$ cat src/rtl/signed_divider_pkg.sv
// signed_divider_pkg: widths, FSM states and saturation bounds for signed_divider24.
package signed_divider_pkg;
    localparam int DIVIDEND_W = 24;
    localparam int DIVISOR_W  = 9;
    localparam int QUOTIENT_W = 15;
    localparam int REM_W      = DIVISOR_W + 1;
    localparam int CNT_W      = $clog2(DIVIDEND_W);
    localparam int QMAX       = 2 ** (QUOTIENT_W - 1) - 1;
    localparam int QMIN       = -(2 ** (QUOTIENT_W - 1));
    typedef enum logic [1:0] {IDLE, CALC, FIX, DONE} state_t;
endpackage

$ cat src/rtl/div_step.sv
// div_step: one restoring-division step (shift in a dividend bit, trial subtract, restore).
module div_step
    import signed_divider_pkg::*;
(
    input  logic [REM_W-1:0]     rem,
    input  logic                 bit_in,
    input  logic [DIVISOR_W-1:0] dvs,
    output logic [REM_W-1:0]     rem_next,
    output logic                 q_bit
);
    logic [REM_W:0] sh, dx;
    always_comb begin
        sh       = {rem, bit_in};
        dx       = (REM_W + 1)'(dvs);
        q_bit    = sh >= dx;
        rem_next = REM_W'(q_bit ? sh - dx : sh);
    end
endmodule

$ cat src/rtl/signed_divider24.sv
// signed_divider24: iterative 24/9 signed restoring divider, 15-bit saturated quotient.
module signed_divider24
    import signed_divider_pkg::*;
(
    input  logic                  clock,
    input  logic                  reset_n,
    input  logic                  start,
    input  logic [DIVIDEND_W-1:0] dividend,
    input  logic [DIVISOR_W-1:0]  divisor,
    output logic                  busy,
    output logic                  done,
    output logic [QUOTIENT_W-1:0] quotient,
    output logic [DIVISOR_W-1:0]  remainder,
    output logic                  overflow,
    output logic                  div_by_zero
);
    state_t state, state_next;
    logic [CNT_W-1:0]      cnt;
    logic [DIVIDEND_W-1:0] acc;
    logic [REM_W-1:0]      rem, rem_next;
    logic [DIVISOR_W-1:0]  dvs, r_fix;
    logic                  dneg, qneg, dz, q_bit, hi, lo;
    logic signed [DIVIDEND_W:0] q_full;

    div_step u_step (.rem(rem), .bit_in(acc[DIVIDEND_W-1]), .dvs(dvs), .rem_next(rem_next), .q_bit(q_bit));

    always_ff @(posedge clock or negedge reset_n)
        if (!reset_n) state <= IDLE;
        else          state <= state_next;

    always_comb begin
        state_next = state;
        case (state)
            IDLE: if (start) state_next = (divisor == '0) ? FIX : CALC;
            CALC: if (cnt == '0) state_next = FIX;
            FIX:  state_next = DONE;
            DONE: state_next = IDLE;
        endcase
    end

    always_comb begin
        busy = (state == CALC) || (state == FIX);
        done = state == DONE;
    end

    // Quotient is range-checked at full width so saturation sees true magnitude.
    always_comb begin
        q_full = qneg ? -$signed({1'b0, acc}) : $signed({1'b0, acc});
        hi     = int'(q_full) > QMAX;
        lo     = int'(q_full) < QMIN;
        r_fix  = DIVISOR_W'(dneg ? -rem : rem);
    end

    // acc holds |dividend| and shifts quotient bits in from the right.
    always_ff @(posedge clock or negedge reset_n) begin
        if (!reset_n) begin
            cnt         <= '0;
            acc         <= '0;
            rem         <= '0;
            dvs         <= '0;
            dneg        <= 1'b0;
            qneg        <= 1'b0;
            dz          <= 1'b0;
            quotient    <= '0;
            remainder   <= '0;
            overflow    <= 1'b0;
            div_by_zero <= 1'b0;
        end else begin
            if (state == IDLE && start) begin
                acc  <= dividend[DIVIDEND_W-1] ? -dividend : dividend;
                dvs  <= divisor[DIVISOR_W-1] ? -divisor : divisor;
                rem  <= '0;
                cnt  <= CNT_W'(DIVIDEND_W - 1);
                dneg <= dividend[DIVIDEND_W-1];
                qneg <= dividend[DIVIDEND_W-1] ^ divisor[DIVISOR_W-1];
                dz   <= divisor == '0;
            end
            if (state == CALC) begin
                acc <= {acc[DIVIDEND_W-2:0], q_bit};
                rem <= rem_next;
                cnt <= cnt - 1'b1;
            end
            if (state == FIX) begin
                quotient    <= dz ? '0 : hi ? QUOTIENT_W'(QMAX) : lo ? QUOTIENT_W'(QMIN) : q_full[QUOTIENT_W-1:0];
                remainder   <= dz ? '0 : r_fix;
                overflow    <= !dz && (hi || lo);
                div_by_zero <= dz;
            end
        end
    end
endmodule

$ cat config.mk
export PLATFORM = sky130hd
export DESIGN_NAME = signed_divider24
export DESIGN_NICKNAME = d
export VERILOG_FILES = /design/src/rtl/signed_divider_pkg.sv /design/src/rtl/div_step.sv /design/src/rtl/signed_divider24.sv
export SDC_FILE = /design/constraint.sdc
export NUM_CORES = 1
export LEC_CHECK = 0
export ABC_AREA = 1
export CORE_AREA = 2 2 105 107
export CTS_BUF_LIST = sky130_fd_sc_hd__clkbuf_16
export DETAILED_ROUTE_END_ITERATION = 8
export DIE_AREA = 0 0 107 109
export HOLD_SLACK_MARGIN = 0.05
export PLACE_DENSITY = 0.77
export SKIP_LAST_GASP = 1
export SYNTH_ARGS = -nofsm -noshare
export SYNTH_HDL_FRONTEND = slang
export SYNTH_HIERARCHICAL = 1
export SYNTH_SLANG_ARGS = --single-unit
$ cat constraint.sdc
create_clock -name clock -period 2.26 [get_ports clock]
set_clock_uncertainty 0.1 [all_clocks]
set_input_delay 0.339 -clock clock [delete_from_list [all_inputs] [get_ports clock]]
set_output_delay 0.339 -clock clock [all_outputs]
set_load 0.03 [all_outputs]
-- Word-level counts from Yosys, hierarchy flattened
Cells that the tools add are included.
W data, S select, Z words.
- $add $sub $neg: 6
- order comparisons: 3
- eq/ne operators: 5
- muxes and demuxes: 19
- bitwise gates (word level): 1
- reduce and logical (&&, ||, !) cells: 10
- operator list (kind ; number):
    $mux W24 ; 3
    $mux W15 ; 3
    $mux W10 ; 3
    $mux W9 ; 3
    $gt A25 B15 Y1 const B ; 1
    $lt A25 B15 Y1 const B ; 1
    $mux W25 ; 1
    $neg A24 Y25 ; 1
    $neg A24 Y24 ; 1
    $neg A9 Y9 ; 2
    $ge A11 B9 Y1 ; 1
    $mux W5 ; 2
    $sub A10 B9 Y10 ; 1
    $logic_not A9 Y1 ; 1
    $pmux W2 S4 ; 1
    $mux W2 ; 3
    $logic_not A5 Y1 ; 1
    $sub A5 B1 Y5 const B ; 1
    $eq A2 B2 Y1 const B ; 2
    $ne A2 B2 Y1 const B ; 2
    $eq A2 B1 Y1 const B ; 1
    $logic_and A1 B1 Y1 ; 2
    $logic_not A2 Y1 ; 1
    $logic_or A1 B1 Y1 ; 2
    other kinds (4) ; 4
- bits in registers: 79
- bits of input ports: 36
- output and inout port bits: 28
- word-level logic and storage cells: 56

-- Logic depth before layout (Yosys ltp)
Gate-level depths: netlist (run 1).
- depth after elaboration: 6
- gate-level depth with buffers: 18
- mapped depth without buffers: 17

-- Cells and area by module
Netlist (run 1), hierarchy kept.
- by module, submodules not included (module ; times used ; cells each ; area each (um^2)):
    signed_divider24 ; 1 ; 676 ; 4924.7
    div_step ; 1 ; 142 ; 706.9

-- Worst setup path before layout (run 1)
No wires, ideal clock.
- kind: register to register
- from: register acc[0]
- to: register overflow
- data arrival time: 1.803 ns
- path slack: 0.240 ns
- cell stages (with the launch flop): 17
- buffers on the path: 1
- path through: dfrtp_1 > inv_1 > ha_1 > nand2_2 > nor2_4 > nand2_1 > nand2_1 > nand2_1 > nand2_1 > nand2_1 > nor2_1 > nand3b_1 > o21bai_4 > buf_6 > nand2_1 > nand2_1 > nand2_1
- word-level cells in the longest chain between the ends: 5
- elaborated cells between the ends (all ways): 6
- those cells by class: add/sub (1); order compare (2); mux (1); reduce/logical (2)
- RTL lines (element ; RTL line ; text):
    start, declared ; signed_divider24.sv:19 ; logic [DIVIDEND_W-1:0] acc;
    start signal, assigned ; signed_divider24.sv:70 ; acc <= dividend[DIVIDEND_W-1] ? -dividend : dividend;
    start signal, assigned ; signed_divider24.sv:79 ; acc <= {acc[DIVIDEND_W-2:0], q_bit};
    $neg A24 Y25 ; signed_divider24.sv:48 ; q_full = qneg ? -$signed({1'b0, acc}) : $signed({1'b0, acc});
    $mux W25 (*) ; signed_divider24.sv:48 ;
    $gt A25 B15 Y1 / $lt A25 B15 Y1 (equally long branches) ; signed_divider24.sv:49, signed_divider24.sv:50 ;
    $logic_or A1 B1 Y1 (*) ; signed_divider24.sv:86 ; overflow <= !dz && (hi || lo);
    $logic_and A1 B1 Y1 (*) ; signed_divider24.sv:86 ;
    end signal, assigned ; signed_divider24.sv:86 ;
    end, declared ; signed_divider24.sv:14 ; output logic overflow,
Every way passes the cells marked *; elsewhere a longest branch is shown, timed or not.
A chain may end at the register's enable or synchronous reset.

-- Final worst setup path (run 1)
- from: register acc[10]
- to: register quotient[11]
- word-level cells in the longest chain between the ends: 6
- elaborated cells between the ends (all ways): 7
- those cells by class: add/sub (1); order compare (2); mux (4)
- RTL lines (element ; RTL line ; text):
    $neg A24 Y25 ; signed_divider24.sv:48 ;
    $mux W25 (*) ; signed_divider24.sv:48 ;
    $lt A25 B15 Y1 ; signed_divider24.sv:50 ; lo = int'(q_full) < QMIN;
    $mux W15 ; signed_divider24.sv:84 ; quotient <= dz ? '0 : hi ? QUOTIENT_W'(QMAX) : lo ? QUOTIENT_W'(QMIN) : q_full[QUOTIENT_W-1:0];
    $mux W15 (*) (2 in series) ; signed_divider24.sv:84 ;
    end signal, assigned ; signed_divider24.sv:84 ;
    end, declared ; signed_divider24.sv:12 ; output logic [QUOTIENT_W-1:0] quotient,
Marked as above.

==> results of run 1 <==
-- kinds of logic after synthesis --
logic type      after synthesis
xor+xnor                     38
compound gates              113
fa+ha+maj                    21
simple gates                444
flops                        79
buf+inv                     123
-- power by group through the flow --
| stage | Sequential, mW | Combinational, mW | Clock [mW] |
|---|---|---|---|
| 5_1_grt | 2.73 | 7.92 | 1.59 |
| 3_5_place_dp | 2.62 | 6.50 | 0 |
| 3_3_place_gp | 2.59 | 6.36 | 0 |
| 4_1_cts | 2.59 | 6.60 | 1.51 |
| 2_1_floorplan | 2.87 | 4.42 | 0 |
| 6_report | 2.65 | 7.12 | 1.50 |
-- repair_timing --
action / CTS / global route
cloned: 0 / 2
endpoints found under the setup margin: 2 / 28
hold endpoints to repair: 34 / 0
pin swaps: 1 / 12
gates resized for setup: 1 / 41
hold buffers: 1 / 0
buffers inserted: 1 / 11
-- registers in the layout, indices dropped and copies added, names as in the netlist --
signal       flops
state            2
acc             24
cnt              5
qneg             1
quotient        15
div_by_zero      1
rem             10
dvs              9
dz               1
remainder        9
dneg             1
overflow         1
-- per-layer routing --
metal	up-vias	part of all wire, %	global-route usage (%)	routed length, um
met4	0	0.71	5.10	103
met2	173	44	38.6	6390
met3	8	5.5	4.12	794
li1	2832	-	-	-
met5	-	0	0	0
met1	2576	50	38.1	7270
-- worst max path at each step --
stage / to / startpoint / cells past startpoint / slack [ps]
2_1_floorplan: overflow$_DFFE_PN0P_ / acc[0]$_DFFE_PN0P_ / 16 / 240
3_3_place_gp: acc[22]$_DFFE_PN0P_ / dividend[0] / 11 / -150
3_5_place_dp: acc[22]$_DFFE_PN0P_ / dividend[1] / 11 / -210
4_1_cts: quotient[9]$_DFFE_PN0P_ / acc[0]$_DFFE_PN0P_ / 16 / 40
5_1_grt: quotient[11]$_DFFE_PN0P_ / acc[2]$_DFFE_PN0P_ / 15 / -30
6_report: quotient[11]$_DFFE_PN0P_ / acc[10]$_DFFE_PN0P_ / 13 / 100
-- synth_stat cells (2+ instances only) --
cell type / count / area [um^2]
o211ai_1: 4 / 30.0
xnor2_1: 4 / 35.0
nor2_2: 6 / 37.5
nor3_1: 14 / 70.1
a21oi_2: 2 / 17.5
inv_1: 95 / 357
dfrtp_1: 79 / 1980
nand3b_1: 5 / 37.5
o21bai_1: 3 / 22.5
o22ai_1: 3 / 18.8
o21ai_1: 2 / 10.0
o221ai_1: 18 / 158
inv_2: 3 / 11.3
a21oi_1: 17 / 85.1
nand3_1: 40 / 200
o31ai_1: 3 / 22.5
buf_6: 5 / 56.3
a31oi_1: 3 / 18.8
nand4_1: 8 / 50.1
o21ai_0: 51 / 255
ha_1: 20 / 250
clkbuf_1: 16 / 60.1
nand2_2: 11 / 68.8
nand2_1: 282 / 1060
clkinv_1: 3 / 11.3
nor2_1: 74 / 278
a22oi_1: 2 / 15.0
xor2_1: 34 / 298
-- area by class of cell --
type                            instances  area [um^2]  area share, %
Tap cell                              140          175           2.45
Sequential cell                        79         1980           27.8
Clock inverter                          7         81.3           1.14
Clock buffer                            9          225           3.15
Timing Repair Buffer                  109         1030           14.4
Inverter                              101          379           5.31
Multi-Input combinational cell        617         3270           45.8
-- metrics by stage --
stage | util, % | worst slack, ps | power, mW | instances | setup TNS (ps)
global route | 67.4 | -30.1 | 12.2 | 1062 | -215
finish | 67.4 | 96.4 | 11.3 | 1062 | 0
global placement | 62.0 | -152 | 8.94 | 1031 | -669
detailed placement | 62.0 | -210 | 9.12 | 1031 | -1020
floorplan | - | 240 | 7.29 | 818 | 0
CTS | 65.2 | 35.2 | 10.7 | 1049 | 0
==> flow_metrics.env, run 1 <==
export IMPL_synth_simple_area_share_pct=32.6
export IMPL_synthCells=818
export IMPL_place_congestion=0.945
export IMPL_switching_share_pct=49.2
export IMPL_die_w_um=107
export IMPL_first_pass_iters=5
export IMPL_power_density_nw_per_um2=1580
export IMPL_crit_type="reg -> reg"
export IMPL_port_buffers=63
export IMPL_ff2ff_setup_slack_ps=100
export IMPL_combPwrFrac_pct=63.2
export IMPL_synth_edff_count=0
export IMPL_p_leak_nw=3.57
export IMPL_cp_required_ps=2390
export IMPL_crit_arrival_ps=2300
export IMPL_critPathBufInv=1
export IMPL_cp_top_family="simple AND/OR/NAND/NOR gates"
export IMPL_wl_per_cell_um=13.7
export IMPL_htree_levels=3
export IMPL_final_common_cell="nand2_1"
export IMPL_ant_nets=0
export IMPL_syn_to_final_growth_pct=26.9
export IMPL_finalHoldViolCount=0
export IMPL_fillCellCount=904
export IMPL_slowest_stage="dfrtp_1"
export IMPL_synth_nets=875
export IMPL_rr_worst_depth=13
export IMPL_fin_crit_sh_pct=95.7
export IMPL_peakVddDrop_mv=0.826
export IMPL_synthesis_area_um2=5630
export IMPL_drt_iter0_markers=458
export IMPL_initial_utilization_pct=53.1
export IMPL_timing_fmax_ghz=0.462
export IMPL_grt_pass1_vias=4940
export IMPL_startpoint_type="flip-flop"
export IMPL_r2r_end="quotient[11]$_DFFE_PN0P_"
export IMPL_holdCritPathClass="in -> async"
export IMPL_crit_top_cell="nand2_1"
export IMPL_yosys_area_share_xor_xnor_pct=5.91
export IMPL_drt_total_wl_um=14600
export IMPL_finalSetupViolations=0
export IMPL_place_area_um2=6580
export IMPL_synth_top_family_by_area="simple AND/OR/NAND/NOR gates"
export IMPL_layout_drive_gt1_share_pct=12.7
export IMPL_path_cells="nor2_1 -> nand2_1 -> o21ai_2 -> nand3_1 -> nand2_1 -> nand2_1 -> nor2_1 -> nand3b_1 -> o21bai_4 -> clkbuf_16 -> nand2_1 -> nand2_1 -> nand2_1"
export IMPL_clock_latency_ps=340
export IMPL_dp_hpwl_um=11100
export IMPL_grt_pass1_wl_um=23500
export IMPL_synth_fa_ha_area_share_pct=4.80
export IMPL_io_pins=64
export IMPL_slowest_delay_ps=420
export IMPL_yosysSeqAreaShare_pct=35.1
export IMPL_switching_power_mw=5.54
export IMPL_synth_compound_area_share_pct=12.7
export IMPL_nNetsFinal=974
export IMPL_cp_max_fo=7
export IMPL_row_count=38
export IMPL_cap_viol_max_count=0
export IMPL_end_kind="flip-flop"
export IMPL_fin_hold_ws_ps=366
export IMPL_ys_async_sr_fraction_pct=100
export IMPL_cts_buffers=9
export IMPL_worst_pin_slew_ps=457
export IMPL_slew_viol_final=0
export IMPL_core_area_um2=10600
export IMPL_avgSynthCellArea_um2=6.88
export IMPL_cts_buffer_depth=2
export IMPL_grt_usage_pct=25.3
export IMPL_ys_ff_latch=79
export IMPL_p_clk_share_pct=13.3
export IMPL_num_antenna_cells=0
export IMPL_fin_area_um2=7150
export IMPL_seq_power_share_pct=23.5
export IMPL_routed_via_count=5589
export IMPL_status="completed"
export IMPL_vias_per_cell=5.26
export IMPL_cts_root_buf="clkbuf_16"
export IMPL_synth_ff_type="dfrtp_1"
export IMPL_yosys_warnings=6
export IMPL_r2r_start="acc[10]$_DFFE_PN0P_"
export IMPL_internal_power_mw=5.72
export IMPL_tritoncts="yes"
export IMPL_synth_cell_types=39
export IMPL_dieArea_um2=11700
export IMPL_max_slew_margin_pct=69.5
export IMPL_synthMuxAreaShare_pct=0
export IMPL_final_cell_mix="nand2_1 (277), inv_1 (92), dfrtp_1 (74)"
export IMPL_drc=0
export IMPL_overflow=0
export IMPL_cts_sinks=79
export IMPL_chipHeight_um=109
export IMPL_antenna_found_initial=0
export IMPL_post_route_min_period_ps=2160
export IMPL_grt_max_degree=46
export IMPL_clk_pin_slew_worst_paths_ps=70
Note: power is estimated with default switching activity, not from simulation.
==> inputs of run 2 (changes only) <==
--- a/config.mk
+++ b/config.mk
@@ -8,8 +8,10 @@
 export ABC_AREA = 1
-export CORE_AREA = 2 2 105 107
+export CELL_PAD_IN_SITES_DETAIL_PLACEMENT = 0
+export CELL_PAD_IN_SITES_GLOBAL_PLACEMENT = 1
+export CORE_AREA = 2 2 121 123
 export CTS_BUF_LIST = sky130_fd_sc_hd__clkbuf_16
 export DETAILED_ROUTE_END_ITERATION = 8
-export DIE_AREA = 0 0 107 109
+export DIE_AREA = 0 0 123 125
 export HOLD_SLACK_MARGIN = 0.05
-export PLACE_DENSITY = 0.77
+export PLACE_DENSITY_LB_ADDON = 0.1
 export SKIP_LAST_GASP = 1
==> constraint.sdc (replaced) <==
create_clock -name clock -period 2.01 [get_ports clock]
set_clock_uncertainty 0.1 [all_clocks]
set_input_delay 0.201 -clock clock [delete_from_list [all_inputs] [get_ports clock]]
set_output_delay 0.201 -clock clock [all_outputs]
set_load 0.03 [all_outputs]
==> flow_metrics.env, run 2 (same netlist as run 1, synthesis figures left out) <==
export IMPL_place_ws_ps=-377
export IMPL_tritoncts="yes"
export IMPL_cts_buffers=9
export IMPL_post_route_min_period_ps=2160
export IMPL_grt_pass1_vias=5527
export IMPL_drt_iter0_markers=285
export IMPL_num_antenna_cells=0
export IMPL_grt_usage_pct=22.3
export IMPL_p_leak_nw=4.00
export IMPL_tns_ps=-1990
export IMPL_first_pass_iters=5
export IMPL_core_area_um2=14200
export IMPL_vias_per_cell=4.87
export IMPL_syn_to_final_growth_pct=42.9
export IMPL_final_cell_mix="nand2_1 (263), buf_4 (110), inv_1 (87)"
export IMPL_crit_arrival_ps=2300
export IMPL_combPwrFrac_pct=67.6
export IMPL_slew_viol_final=0
export IMPL_max_slew_margin_pct=63.4
export IMPL_internal_power_mw=7.44
export IMPL_cp_required_ps=2160
export IMPL_clock_latency_ps=350
export IMPL_crit_type="reg -> reg"
export IMPL_overflow=0
export IMPL_top_register="acc"
export IMPL_wl_per_cell_um=13.9
export IMPL_switching_share_pct=47.5
export IMPL_violations="setup timing"
export IMPL_switching_power_mw=6.72
export IMPL_ff2ff_setup_slack_ps=-150
export IMPL_place_congestion=0.846
export IMPL_die_w_um=123
export IMPL_dieArea_um2=15400
export IMPL_drc=0
export IMPL_power_density_nw_per_um2=1760
export IMPL_cts_root_buf="clkbuf_16"
export IMPL_cp_max_fo=8
export IMPL_fin_crit_sh_pct=107
export IMPL_p_clk_share_pct=11.7
export IMPL_largest_reg_flops=24
export IMPL_finalHoldViolCount=0
export IMPL_port_buffers=63
export IMPL_drt_total_wl_um=16300
export IMPL_chipHeight_um=125
export IMPL_reg_top3="acc: 24 flops, quotient: 15 flops, rem: 10 flops"
export IMPL_dp_hpwl_um=12500
export IMPL_rsz0062_at_grt="true"
export IMPL_io_pins=64
export IMPL_grt_pass1_wl_um=27100
export IMPL_layout_drive_gt1_share_pct=23.6
export IMPL_status="finished, violations left"
export IMPL_nNetsFinal=1048
export IMPL_worst_pin_slew_ps=549
export IMPL_cts_sinks=79
export IMPL_finalSetupViolations=15
export IMPL_row_count=44
export IMPL_finalWorstSetupSlack_ps=-147
export IMPL_startpoint_type="flip-flop"
export IMPL_fin_hold_ws_ps=268
export IMPL_ant_nets=0
export IMPL_routed_via_count=5746
export IMPL_antenna_found_initial=0
export IMPL_initial_utilization_pct=39.6
export IMPL_cts_buffer_depth=2
export IMPL_end_kind="flip-flop"
export IMPL_peakVddDrop_mv=0.640
export IMPL_timing_fmax_ghz=0.464
export IMPL_grt_max_degree=40
export IMPL_htree_levels=3
export IMPL_seq_power_share_pct=20.7
export IMPL_power_mw=14.2
export IMPL_cap_viol_max_count=0
export IMPL_clk_pin_slew_worst_paths_ps=60
export IMPL_holdCritPathClass="in -> async"
export IMPL_final_common_cell="nand2_1"
==> run 2: cell count changes in the layout (fill, tap and decap cells not counted), moves of 4 or more <==
cell	change
buf_4	+68
nand2_1	-14
nand2_2	+11
ha_1	-10
ha_4	+9
o21ai_0	-6
buf_6	+5
inv_1	-5
inv_2	+5
nand3_1	-5
nor2_1	-4
nor2_2	+4
o21ai_1	+4
==> run 2: area by class of cell <==
type,count,area [um^2]
Inverter,101,385
Clock inverter,7,71.3
Tap cell,184,230
Clock buffer,9,225
Sequential cell,79,1980
Timing Repair Buffer,183,1620
Fill cell,1435,6160
Multi-Input combinational cell,617,3530
==> run 2: per-layer routing <==
layer  GRT usage (%)  up-vias  part of all wire [%]
li1                -     2953                     -
met1            33.9     2642                    51
met2            31.7      133                    42
met3            4.38       18                   4.8
met4            6.48        0                   1.6
met5               0        -                     0
==> run 2: repair_timing <==
action | CTS | global route
gates resized for setup | 33 | 76
hold endpoints to repair | 37 | 0
cloned | 2 | 0
pin swaps | 13 | 38
setup buffers | 9 | 7
hold buffers | 1 | 0
endpoints found under the setup margin | 21 | 35
==> run 2: critical path, cell delays in order (launching register included) <==
cell and delay (ps):
dfrtp_1 380, inv_2 90, ha_4 150, nand2_4 70, nor2_4 140, nand2_2 90
nand2_2 70, nand2_1 50, nand2_1 80, nand2_2 80, nor2_2 110, nand3b_1 130
o21bai_4 180, buf_6 160, nand2_1 60, nand2_1 60, nand2_1 50
==> run 2: power groups by stage <==
stage	clock network, mW	logic (mW)	registers (mW)
final	1.65	9.57	2.93
after global routing	1.78	10.7	3.03
after CTS	1.69	8.98	2.88
after detailed placement	0	8.48	2.89
after global placement	0	8.37	2.85
after floorplan	0	5.00	3.23
==> run 2: path summary, 6_finish.rpt <==
check,start,end,cells past startpoint
max,acc[0]$_DFFE_PN0P_,quotient[1]$_DFFE_PN0P_,16
max in group asynchronous,reset_n,acc[7]$_DFFE_PN0P_,3
min in group clock,cnt[4]$_DFFE_PN0P_,cnt[4]$_DFFE_PN0P_,1
min,reset_n,remainder[5]$_DFFE_PN0P_,2
min reg2reg,cnt[4]$_DFFE_PN0P_,cnt[4]$_DFFE_PN0P_,1
max reg2reg,acc[0]$_DFFE_PN0P_,quotient[1]$_DFFE_PN0P_,16
==> run 2: through the flow <==
step | instances | util, % | cell area [um^2]
finish | 1180 | 56.7 | 8050
detailed placement | 1147 | 50.9 | 7230
global route | 1180 | 56.7 | 8050
CTS | 1175 | 54.5 | 7740
global placement | 1147 | 50.9 | 7230
floorplan | 818 | - | 5650
==> inputs of run 3 (changes only) <==
- REMOVE_ABC_BUFFERS: unset -> 1
==> flow_metrics.env, run 3 (same netlist as run 1, synthesis figures left out) <==
export IMPL_status="finished, violations left"
export IMPL_violations="setup timing"
export IMPL_combPwrFrac_pct=67.6
export IMPL_wl_met1_um=8270
export IMPL_crit_arrival_ps=2310
export IMPL_grt_pass1_wl_um=28000
export IMPL_grt_max_degree=41
export IMPL_dieArea_um2=15400
export IMPL_vias_per_cell=5.05
export IMPL_worst_pin_slew_ps=561
export IMPL_cap_viol_max_count=0
export IMPL_finalHoldViolCount=0
export IMPL_tns_ps=-2300
export IMPL_syn_to_final_growth_pct=38.2
export IMPL_cts_buffers=9
export IMPL_layout_drive_gt1_share_pct=21.2
export IMPL_slowest_stage="dfrtp_1"
export IMPL_num_antenna_cells=0
export IMPL_row_count=44
export IMPL_end_kind="flip-flop"
export IMPL_drc=0
export IMPL_clock_latency_ps=350
export IMPL_routed_via_count=5868
export IMPL_slowest_delay_ps=400
export IMPL_peakVddDrop_mv=0.761
export IMPL_post_route_min_period_ps=2170
export IMPL_final_common_cell="nand2_1"
export IMPL_cp_top_family="simple AND/OR/NAND/NOR gates"
export IMPL_holdCritPathClass="in -> async"
export IMPL_crit_top_cell="nand2_1"
export IMPL_fin_area_um2=7780
export IMPL_drt_total_wl_um=17200
export IMPL_htree_levels=3
export IMPL_wl_per_cell_um=14.8
export IMPL_critPathBufInv=2
export IMPL_routed_wl_met2_um=7850
export IMPL_tritoncts="yes"
export IMPL_power_density_nw_per_um2=1740
export IMPL_io_pins=64
export IMPL_met3WireLength_um=769
export IMPL_final_cell_mix="nand2_1 (272), buf_4 (94), inv_1 (86)"
export IMPL_switching_power_mw=6.63
export IMPL_path_cells="inv_2 -> ha_4 -> nand2_4 -> o21ai_4 -> nand3_2 -> nand2_2 -> nand2_1 -> nor2_1 -> nand3b_1 -> o21bai_4 -> buf_12 -> nand2_1 -> nand2_1 -> nand2_1"
export IMPL_ant_nets=0
export IMPL_place_area_um2=7050
export IMPL_cts_buffer_depth=2
export IMPL_internal_power_mw=6.90
export IMPL_dp_hpwl_um=12600
export IMPL_rsz0062_at_grt="true"
export IMPL_antenna_found_initial=0
export IMPL_clk_pin_slew_worst_paths_ps=60
export IMPL_p_clk_share_pct=10.9
export IMPL_max_slew_margin_pct=62.6
export IMPL_startpoint_type="flip-flop"
export IMPL_p_leak_nw=3.85
export IMPL_crit_type="reg -> reg"
export IMPL_reg_top3="acc: 24 flops, quotient: 15 flops, rem: 10 flops"
export IMPL_top_register="acc"
export IMPL_port_buffers=63
export IMPL_nNetsFinal=1029
export IMPL_seq_power_share_pct=21.5
export IMPL_grt_usage_pct=23.0
export IMPL_place_congestion=0.910
export IMPL_grt_pass1_vias=5638
export IMPL_fin_crit_sh_pct=108
export IMPL_switching_share_pct=49.0
export IMPL_initial_utilization_pct=39.6
export IMPL_core_area_um2=14200
export IMPL_overflow=0
export IMPL_timing_fmax_ghz=0.460
export IMPL_finalWorstSetupSlack_ps=-163
export IMPL_cp_max_fo=15
export IMPL_largest_reg_flops=24
export IMPL_cts_root_buf="clkbuf_16"
export IMPL_first_pass_iters=5
export IMPL_cts_sinks=79
export IMPL_finalSetupViolations=15
export IMPL_chipHeight_um=125
export IMPL_dr_max_layer_used="met4"
export IMPL_drt_iter0_markers=278
export IMPL_cp_required_ps=2150
export IMPL_slew_viol_final=0
export IMPL_die_w_um=123
==> run 3: cell count changes in the layout (fill, tap and decap cells not counted), moves of 2 or more <==
cell	previous run	this run
buf_4	110	94
buf_6	5	1
clkinv_1	2	4
dlygate4sd2_1	1	3
dlymetal6s2s_1	3	0
inv_6	2	0
nand2_1	263	272
nand2_2	25	17
nor2_2	14	16
o21ai_2	3	5
==> run 3: worst register-to-register path, stage by stage (launching register included) <==
cell and delay [ps]:
dfrtp_1 400, inv_2 100, ha_4 160, nand2_4 80
o21ai_4 280, nand3_2 120, nand2_2 100, nand2_1 50
nor2_1 90, nand3b_1 120, o21bai_4 160, buf_12 150
nand2_1 60, nand2_1 60, nand2_1 40
==> run 3: routing by layer <==
metal / track usage, % / up-vias
met5: 0 / -
met4: 7.75 / 0
met3: 2.65 / 26
met2: 35.8 / 156
met1: 33.2 / 2757
li1: - / 2929
==> run 3: final timing paths <==
path	depth (start not counted)	to	from	slack, ps
setup / recovery	14	quotient[1]$_DFFE_PN0P_	acc[1]$_DFFE_PN0P_	-160
hold / removal	2	remainder[7]$_DFFE_PN0P_	reset_n	290
setup reg to reg	14	quotient[1]$_DFFE_PN0P_	acc[1]$_DFFE_PN0P_	-160
hold reg to reg	1	cnt[4]$_DFFE_PN0P_	cnt[4]$_DFFE_PN0P_	370
max in group asynchronous	3	acc[23]$_DFFE_PN0P_	reset_n	900
min in group clock	4	acc[0]$_DFFE_PN0P_	dividend[0]	360
==> run 3: area by class of cell <==
class	instances	area, um^2
Fill cell	1400	6420
Multi-Input combinational cell	618	3490
Sequential cell	79	1980
Timing Repair Buffer	162	1420
Inverter	101	388
Tap cell	184	230
Clock buffer	9	225
Clock inverter	7	33.8
Timing Repair inverter	1	7.51
==> run 3: what timing repair did <==
| item | in CTS | in global routing |
|---|---|---|
| setup buffers | 10 | 4 |
| endpoints found under the hold margin | 39 | 0 |
| pin swaps | 19 | 28 |
| cloned | 2 | 1 |
| setup endpoints to repair | 35 | 47 |
| gates resized for setup | 45 | 56 |
| hold buffers | 1 | 0 |
==> run 3: per-stage QoR <==
stage	util, %	power [mW]	cells	hold slack, ps	worst slack, ps
global route	54.8	14.8	1161	372	-299
CTS	53.0	12.9	1156	304	-123
global placement	49.6	10.9	1127	125	-433
floorplan	-	7.97	796	-195	-528
detailed placement	49.6	11.0	1127	128	-500
finish	54.8	13.5	1161	290	-163
==> run 3: power groups by stage <==
stage	combinational, mW	clock, mW	sequential, mW
final	9.15	1.47	2.91
after global routing	10.2	1.57	2.99
after CTS	8.58	1.51	2.86
after global placement	8.05	0	2.83
after floorplan	4.69	0	3.27
after detailed placement	8.17	0	2.86
